===== src/rtl/hazard_stall_ctrl.sv =====
// hazard_stall_ctrl: sequences PC and IF/ID for load-use, redirect and data-memory stalls
module hazard_stall_ctrl #(
   parameter int LOAD_STALL_CYCLES = 1,
   parameter int MEM_TIMEOUT       = 255,
   parameter int CNT_W             = 16
) (
   input  logic             clk,
   input  logic             reset,
   input  logic [31:0]      ifid_instr,
   input  logic             idex_mem_read,
   input  logic [4:0]       idex_rt,
   input  logic             ex_branch_taken,
   input  logic             ex_jump,
   input  logic             mem_req,
   input  logic             mem_ready,
   output logic             pc_write,
   output logic             ifid_write,
   output logic             ifid_flush,
   output logic             idex_bubble,
   output logic             exmem_hold,
   output logic             mem_timeout,
   output logic [CNT_W-1:0] stall_cnt,
   output logic [CNT_W-1:0] flush_cnt
);
   typedef enum logic [1:0] {RUN, LOAD_STALL, MEM_WAIT} state_t;
   localparam logic [3:0]  LS_REM = 4'(LOAD_STALL_CYCLES - 1);
   localparam logic [15:0] TMO    = 16'(MEM_TIMEOUT);
   state_t      state, state_nx;
   logic [3:0]  rem, rem_nx;
   logic [15:0] wait_cnt, wait_nx;
   logic [5:0]  op;
   logic [4:0]  rs, rt;
   logic        uses_rt, load_use, memstall, redirect, chain, flush_evt, timeout_set, unused;
   assign op       = ifid_instr[31:26];
   assign rs       = ifid_instr[25:21];
   assign rt       = ifid_instr[20:16];
   assign unused   = ^ifid_instr[15:0];
   assign uses_rt  = op == 6'h00 || op == 6'h04 || op == 6'h05 || op == 6'h2B;
   assign load_use = idex_mem_read && idex_rt != 5'd0 && (idex_rt == rs || (uses_rt && idex_rt == rt));
   assign memstall = mem_req && !mem_ready;
   assign redirect = ex_branch_taken || ex_jump;
   // a MEM_WAIT release cycle behaves exactly like RUN since memstall is already false
   assign chain    = state != LOAD_STALL && (state != MEM_WAIT || mem_ready);
   assign timeout_set = state_nx == MEM_WAIT && wait_nx == TMO;
   always_comb begin
      pc_write    = 1'b1;
      ifid_write  = 1'b1;
      ifid_flush  = 1'b0;
      idex_bubble = 1'b0;
      exmem_hold  = 1'b0;
      flush_evt   = 1'b0;
      state_nx    = state;
      rem_nx      = rem;
      wait_nx     = wait_cnt;
      if (chain) begin
         state_nx = RUN;
         wait_nx  = 16'd0;
         if (memstall) begin
            pc_write   = 1'b0;
            ifid_write = 1'b0;
            exmem_hold = 1'b1;
            state_nx   = MEM_WAIT;
            wait_nx    = 16'd1;
         end else if (redirect) begin
            ifid_flush  = 1'b1;
            idex_bubble = 1'b1;
            flush_evt   = 1'b1;
         end else if (load_use) begin
            pc_write    = 1'b0;
            ifid_write  = 1'b0;
            idex_bubble = 1'b1;
            if (LOAD_STALL_CYCLES > 1) begin
               state_nx = LOAD_STALL;
               rem_nx   = LS_REM;
            end
         end
      end else if (state == LOAD_STALL) begin
         pc_write    = redirect && !memstall;
         ifid_write  = redirect && !memstall;
         idex_bubble = 1'b1;
         exmem_hold  = memstall;
         ifid_flush  = redirect && !memstall;
         flush_evt   = redirect && !memstall;
         if (!memstall && redirect) state_nx = RUN;
         else if (!memstall) begin
            rem_nx   = rem - 4'd1;
            state_nx = rem == 4'd1 ? RUN : LOAD_STALL;
         end
      end else begin
         pc_write   = 1'b0;
         ifid_write = 1'b0;
         exmem_hold = 1'b1;
         wait_nx    = &wait_cnt ? wait_cnt : wait_cnt + 16'd1;
      end
      if (reset) begin
         pc_write    = 1'b0;
         ifid_write  = 1'b0;
         ifid_flush  = 1'b1;
         idex_bubble = 1'b1;
         exmem_hold  = 1'b0;
      end
   end
   always_ff @(posedge clk or posedge reset) begin
      if (reset) begin
         state       <= RUN;
         rem         <= 4'd0;
         wait_cnt    <= 16'd0;
         mem_timeout <= 1'b0;
         stall_cnt   <= '0;
         flush_cnt   <= '0;
      end else begin
         state       <= state_nx;
         rem         <= rem_nx;
         wait_cnt    <= wait_nx;
         mem_timeout <= mem_timeout || timeout_set;
         stall_cnt   <= (!pc_write && !(&stall_cnt)) ? stall_cnt + 1'b1 : stall_cnt;
         flush_cnt   <= (flush_evt && !(&flush_cnt)) ? flush_cnt + 1'b1 : flush_cnt;
      end
   end
endmodule


===== config.mk =====
export PLATFORM = sky130hd
export DESIGN_NAME = hazard_stall_ctrl
export DESIGN_NICKNAME = d
export VERILOG_FILES = /design/src/rtl/hazard_stall_ctrl.sv
export SDC_FILE = /design/constraint.sdc
export NUM_CORES = 1
export LEC_CHECK = 0
export ABC_AREA = 1
export CAP_MARGIN = 40
export CELL_PAD_IN_SITES_DETAIL_PLACEMENT = 1
export CELL_PAD_IN_SITES_GLOBAL_PLACEMENT = 1
export CORE_MARGIN = 5
export CORE_UTILIZATION = 25
export CTS_CLUSTER_SIZE = 10
export DETAILED_ROUTE_END_ITERATION = 16
export GPL_TIMING_DRIVEN = 0
export PLACE_DENSITY = 0.71
export SKIP_CTS_REPAIR_TIMING = 1
export SLEW_MARGIN = 20
export SYNTH_ARGS = -nofsm -noshare
export SYNTH_HDL_FRONTEND = slang
export SYNTH_SLANG_ARGS = --single-unit

===== constraint.sdc =====
create_clock -name clk -period 4.75 [get_ports clk]
set_clock_uncertainty 0.2 [all_clocks]
set_input_delay 1.1875 -clock clk [delete_from_list [all_inputs] [get_ports clk]]
set_output_delay 1.1875 -clock clk [all_outputs]
set_load 0.02 [all_outputs]

==> summary.md, run 1 <==
| Metric | Value |
|---|---|
| Startpoint Class | `input pin` |
| HP Class | `flip-flop to flip-flop` |
| Slew Limit Fails | `0` |
| P&R area growth vs syn | `33.64%` |
| Logic pwr share | `0.280` |
| Layout cells sized above 1 | `0.06842` |
| Routed wire per std cell | `14.02 um` |
| Crit path top cell by count | `nand2_1` |
| Sequential power share | `0.415` |
| Crit Path Category | `input pin to output port` |
| Drt drc | `0` |
| Asr flop ratio synth | `1.000` |
| Clk pin slew, worst setup/hold paths | `70 ps` |
| Clock Tree Root | `clkbuf_16` |
| Syn Inst Count | `485` |
| Sw frac | `0.3254` |
| Syn avg cell area | `7.216 sq um` |
| First-pass GRT wire length | `17600 um` |
| Detailed Routing Iterations Pass 1 | `4` |
| H-tree Lvls | `2` |
| Slowest cell on the critical path | `clkdlybuf4s50_1` |
| Vias in the first global route | `3644` |
| Fmax | `219.7 MHz` |
| Distinct cell type count after synthesis | `33` |
| CP endpoint kind | `output port` |
| Ys flop type | `dfrtp_1` |
| Net Sw Power | `464.3 uW` |
| Most area-consuming cells after synthesis | `dfrtp_1, nand2_1, nand3_1` |
| Sink Count | `55` |
| DRT antenna net count | `0` |
| Inst Count DP | `731` |
| Initial core utilization | `0.2531` |
| Cts bufs inserted | `5` |
| Antenna Cells | `0` |
| Critical Path AT | `3160 ps` |
| Initial antenna violation count | `0` |
| Core Box Area | `13830 sq um` |
| Count of input and output buffers | `65` |
| Worst relative slew slack | `0.4539` |
| Worst-Margin Slew | `814.7 ps` |
| Number of DRC markers in iteration 0 | `119` |
| GR Overflow Total | `0` |
| Delay-heaviest family, CP | `buffers and inverters` |
| Clock share of power | `0.305` |
| Max incr delay on CP | `490 ps` |
| Hold Violations, Final | `0` |
| WHS | `267.5 ps` |
| Placer congestion estimate | `0.8222` |
| Peak supply drop | `0.0001850 V` |
| Crit path max fanout | `10` |
| Die height | `128.3 um` |
| Total number of vias | `3373` |
| Clock Path Buffers | `2` |
| Tmin final | `4552 ps` |
| Die footprint | `16460 sq um` |
| Sequential share of the synthesized area | `0.3933` |
| Nets | `618` |
| RSZ-0062 raised after global routing | `no` |
| Post-synth EDFFs | `0` |
| HPWL Detailed | `8021 um` |
| CTS tree | `yes` |
| Routed wire length | `10520 um` |
| CP Cell Sequence | `clkdlybuf4s50_1, nor3_1, nor2_2, inv_2, nor2_1, nand2_1, nand2_1, nand2_4, buf_6, inv_1, buf_4, dlymetal6s2s_1` |
| Outcome | `completed` |
| Cell Int Power | `962.3 uW` |
| # IOs | `82` |
| Largest net degree at the start of global routing | `31` |
| Yosys warnings | `0` |
| Floorplan row count | `43` |
| CP Data Required Time | `3360 ps` |
| Crit path buffers/inverters | `6` |
| Yosys top cell area share | `0.3933` |
| Static Leak | `2.280 nW` |
| Number of synthesized register bits | `55` |
| Clock Latency Late Sink | `290 ps` |
| # setup viols final | `0` |
| Net count after synthesis | `534` |
| Final Cycle Share | `0.9584` |
| Area leader, netlist | `dfrtp_1` |
| GRT Util Overall | `0.1286` |
| Mapped Area | `3500 sq um` |
| PwrDens | `305.0 nW/um^2` |
| Die X | `128.3 um` |
| Detailed-route vias per instance | `4.497` |
| Final std cells w/o fill | `750` |
| Max cap viols | `0` |
## cells by family after synthesis
family,Yosys count,share of synthesized area
simple gates,292,0.3711
buf+inv,76,0.09152
flops,55,0.3933
xor+xnor,40,0.1001
compound gates,17,0.02610
fa+ha+maj,5,0.01788
## flip-flops by register name, summed over array words and instances, names as in the netlist
name         flops
flush_cnt       16
mem_timeout      1
rem              4
stall_cnt       16
state            2
wait_cnt        16
## routing by layer
metal / share of wire / track usage / vias up / routed length (um)
met5: 0 / 0 / - / 0
met4: 0.0095 / 0.01998 / 0 / 100
met3: 0.032 / 0.02750 / 10 / 335
met1: 0.47 / 0.1640 / 1612 / 4940
li1: - / - / 1705 / -
met2: 0.49 / 0.2274 / 46 / 5142
## worst min-delay path, delay by kind of cell, from the launching register on
| kind | cells | cell delay, ps |
|---|---|---|
| simple gates | 1 | 50 |
| flops | 1 | 350 |
| buf+inv | 1 | 40 |
## placed cells by master, fill, tap and decap left out, drive strengths merged, types with 3 or more instances in the layout
master and n:
nand2 142, xor2 25, nor2 46, nor4 5, xnor2 15, nand4 11, clkdlybuf4s50 62, nand3b 4
dfrtp 55, nor3 14, or2 3, buf 20, dlymetal6s2s 3, inv 67, o21ai 9, nand3 63
ha 5, clkbuf 5, a21oi 6
## path summary, 6_finish.rpt
kind	startpoint	cells past startpoint	endpoint	slack, ps
max	mem_ready	12	pc_write	200
min	mem_timeout	2	mem_timeout	270
max reg2reg	wait_cnt[0]	13	mem_timeout	2160
min reg2reg	mem_timeout	2	mem_timeout	270
max in group asynchronous	reset	2	rem[3]	2610
min in group asynchronous	reset	3	state[0]	1260
## cell type report
type                       instances  area (sq um)
fill                            1697          9150
multi-input combinational        354          1814
timing repair buffer              76         753.2
tap                              180         225.2
inverter                          67         255.2
timing repair inverter             1         5.005
sequential                        55          1376
clock buffer                       5         125.1
buffer                             9         75.07
clock inverter                     3         47.55
## cell usage after synthesis (2+ instances only)
cell type / instances
a21oi_1: 6
buf_2: 4
buf_6: 2
dfrtp_1: 55
ha_1: 5
inv_1: 65
inv_2: 2
nand2_1: 139
nand2_2: 2
nand3_1: 63
nand3b_1: 4
nand4_1: 11
nor2_1: 45
nor3_1: 13
nor3b_1: 2
nor4_1: 5
o21ai_0: 7
o21ai_1: 2
xnor2_1: 15
xor2_1: 25
## metrics by stage
| stage | setup slack, ps | utilization | power (mW) | TNS (ps) | instance area [sq um] |
|---|---|---|---|---|---|
| after global routing | 0.2449 | 0.3383 | 1.512 | 0 | 4677 |
| after detailed placement | -748.8 | 0.3182 | 0.9946 | -1379 | 4399 |
| after CTS | -753.5 | 0.3306 | 1.435 | -1388 | 4572 |
| final | 197.6 | 0.3383 | 1.427 | 0 | 4677 |
| after floorplan | 350.4 | - | 0.8032 | 0 | 3503 |
| after global placement | -1249 | 0.3167 | 0.9812 | -3442 | 4379 |
## power by group through the flow
| stage | registers [mW] | logic, mW | clock network [mW] |
|---|---|---|---|
| after floorplan | 0.645 | 0.158 | 0 |
| after global placement | 0.600 | 0.381 | 0 |
| after detailed placement | 0.603 | 0.392 | 0 |
| after CTS | 0.595 | 0.394 | 0.446 |
| after global routing | 0.602 | 0.439 | 0.471 |
| final | 0.593 | 0.399 | 0.435 |
(Power assumes the default switching activity.)
==> run 2: changes to the inputs <==
--- a/config.mk
+++ b/config.mk
@@ -10,11 +10,11 @@
 export CELL_PAD_IN_SITES_DETAIL_PLACEMENT = 1
 export CELL_PAD_IN_SITES_GLOBAL_PLACEMENT = 1
 export CORE_MARGIN = 5
-export CORE_UTILIZATION = 25
+export CORE_UTILIZATION = 36
 export CTS_CLUSTER_SIZE = 10
 export DETAILED_ROUTE_END_ITERATION = 16
 export GPL_TIMING_DRIVEN = 0
-export PLACE_DENSITY = 0.71
+export PLACE_DENSITY = 0.92
 export SKIP_CTS_REPAIR_TIMING = 1
 export SLEW_MARGIN = 20
 export SYNTH_ARGS = -nofsm -noshare
==> summary.md, run 2 (synthesis results as in run 1) <==
| Metric | Value |
|---|---|
| Outcome | `completed` |
| Routed wire per std cell | `16.13 um` |
| Die footprint | `11790 sq um` |
| Vias in the first global route | `3683` |
| Layout cells sized above 1 | `0.05674` |
| PwrDens | `292.4 nW/um^2` |
| Detailed-route vias per instance | `5.006` |
| Placer congestion estimate | `0.8480` |
| Floorplan row count | `36` |
| First-pass GRT wire length | `17820 um` |
| Antenna Cells | `0` |
| Total number of vias | `3489` |
| GR Overflow Total | `0` |
| Static Leak | `2.235 nW` |
| WHS | `283.3 ps` |
| Setup ws final | `114.4 ps` |
| Commonest non-fill, non-tap cell in the layout | `nand2_1` |
| Cts bufs inserted | `5` |
| Worst relative slew slack | `0.5836` |
| # setup viols final | `0` |
| Biggest regs | `flush_cnt (16), stall_cnt (16), wait_cnt (16)` |
| Commonest cells after routing, fill and taps aside | `nand2_1, inv_1, nand3_1, clkdlybuf4s50_1, dfrtp_1` |
| # IOs | `82` |
| Slew Limit Fails | `0` |
| Clk pin slew, worst setup/hold paths | `100 ps` |
| CP Data Required Time | `3360 ps` |
| Core Box Area | `9639 sq um` |
| CTS tree | `yes` |
| Clock Latency Late Sink | `310 ps` |
| Inst Count DP | `684` |
| Critical path origin | `mem_req` |
| Max cap viols | `0` |
| Worst-Margin Slew | `621.1 ps` |
| Final Cycle Share | `0.9759` |
| HP Class | `flip-flop to flip-flop` |
| Multi-input gate area | `1814 sq um` |
| Critical Path AT | `3250 ps` |
| Final std cells w/o fill | `697` |
| Detailed Routing Iterations Pass 1 | `4` |
| Nets | `612` |
| Sink Count | `55` |
| HPWL Detailed | `8428 um` |
| Drt drc | `0` |
| Largest net degree at the start of global routing | `35` |
| DRT antenna net count | `0` |
| Number of DRC markers in iteration 0 | `80` |
| P&R area growth vs syn | `29.00%` |
| Die X | `108.6 um` |
| Register area | `1376 sq um` |
| Fillcell total | `1251` |
| Hold Crit Start | `rem[3]` |
| CP endpoint kind | `output port` |
| Initial core utilization | `0.3631` |
| Startpoint Class | `input pin` |
| Pre-CTS setup slack | `-621.4 ps` |
| Routed wire length | `11240 um` |
| Fmax | `215.7 MHz` |
| Crit path max fanout | `10` |
| Clock Path Buffers | `2` |
| Tmin final | `4636 ps` |
| Peak supply drop | `0.0002131 V` |
| Count of input and output buffers | `65` |
| GRT Util Overall | `0.1904` |
| Hold Violations, Final | `0` |
| Crit Path Category | `input pin to output port` |
| Initial antenna violation count | `0` |
| Clock Tree Root | `clkbuf_8` |
| Die height | `108.6 um` |
| Reg-to-Reg Start | `wait_cnt[0]` |
| H-tree Lvls | `2` |
run 2: metal layers:
| layer | GRT usage | up-vias | wire length, um |
|---|---|---|---|
| met5 | 0 | - | 0 |
| met4 | 0.05861 | 0 | 272 |
| met3 | 0.02985 | 20 | 381 |
| met2 | 0.3513 | 79 | 5892 |
| met1 | 0.2251 | 1694 | 4694 |
| li1 | - | 1696 | - |
run 2: final timing paths:
path	slack, ps	endpoint	cells past startpoint
worst min-delay path	280	rem[3]	1
worst max register to register	2010	mem_timeout	13
min in group asynchronous	1190	wait_cnt[12]	3
max in group asynchronous	2790	mem_timeout	2
worst max-delay path	110	pc_write	11
worst min register to register	280	rem[3]	1
run 2: worst max-delay path, cell delays in order:
cell	delay, ps
clkdlybuf4s50_1	460
inv_1	40
nor2_1	440
nor2_1	160
nand2_1	190
nand2_1	120
nand2_4	130
buf_6	150
inv_1	60
buf_4	120
dlymetal6s2s_1	200
run 2: layout make-up:
type,instances,share of cell area
multi-input cells,354,0.4019
inverters,67,0.05654
repair buffers,70,0.1574
clock buffers,6,0.01608
plain buffers,9,0.01663
flip-flops and latches,55,0.3049
well taps,133,0.03686
clock inverters,2,0.008592
repair inverters,1,0.001109
run 2: power by group:
| part | internal (mW) | switching (mW) |
|---|---|---|
| logic | 0.186 | 0.215 |
| registers | 0.521 | 0.0738 |
| clock network | 0.160 | 0.165 |
run 2: metrics by stage:
| stage | power [mW] | utilization | area [sq um] | TNS [ps] |
|---|---|---|---|---|
| 6_report | 1.320 | 0.4683 | 4514 | 0 |
| 5_1_grt | 1.391 | 0.4683 | 4514 | -19.12 |
| 4_1_cts | 1.324 | 0.4618 | 4452 | -1206 |
| 3_5_place_dp | 0.9978 | 0.4503 | 4340 | -1200 |
| 3_3_place_gp | 0.9747 | 0.4482 | 4320 | -3212 |
| 2_1_floorplan | 0.8032 | - | 3503 | 0 |
==> run 3: changes to the inputs <==
--- a/config.mk
+++ b/config.mk
@@ -13,6 +13,7 @@
 export CORE_UTILIZATION = 36
 export CTS_CLUSTER_SIZE = 10
 export DETAILED_ROUTE_END_ITERATION = 16
+export GPL_ROUTABILITY_DRIVEN = 0
 export GPL_TIMING_DRIVEN = 0
 export PLACE_DENSITY = 0.92
 export SKIP_CTS_REPAIR_TIMING = 1
==> results of run 3 <==
The final DEF is identical to that of run 2; final timing and power are the same.
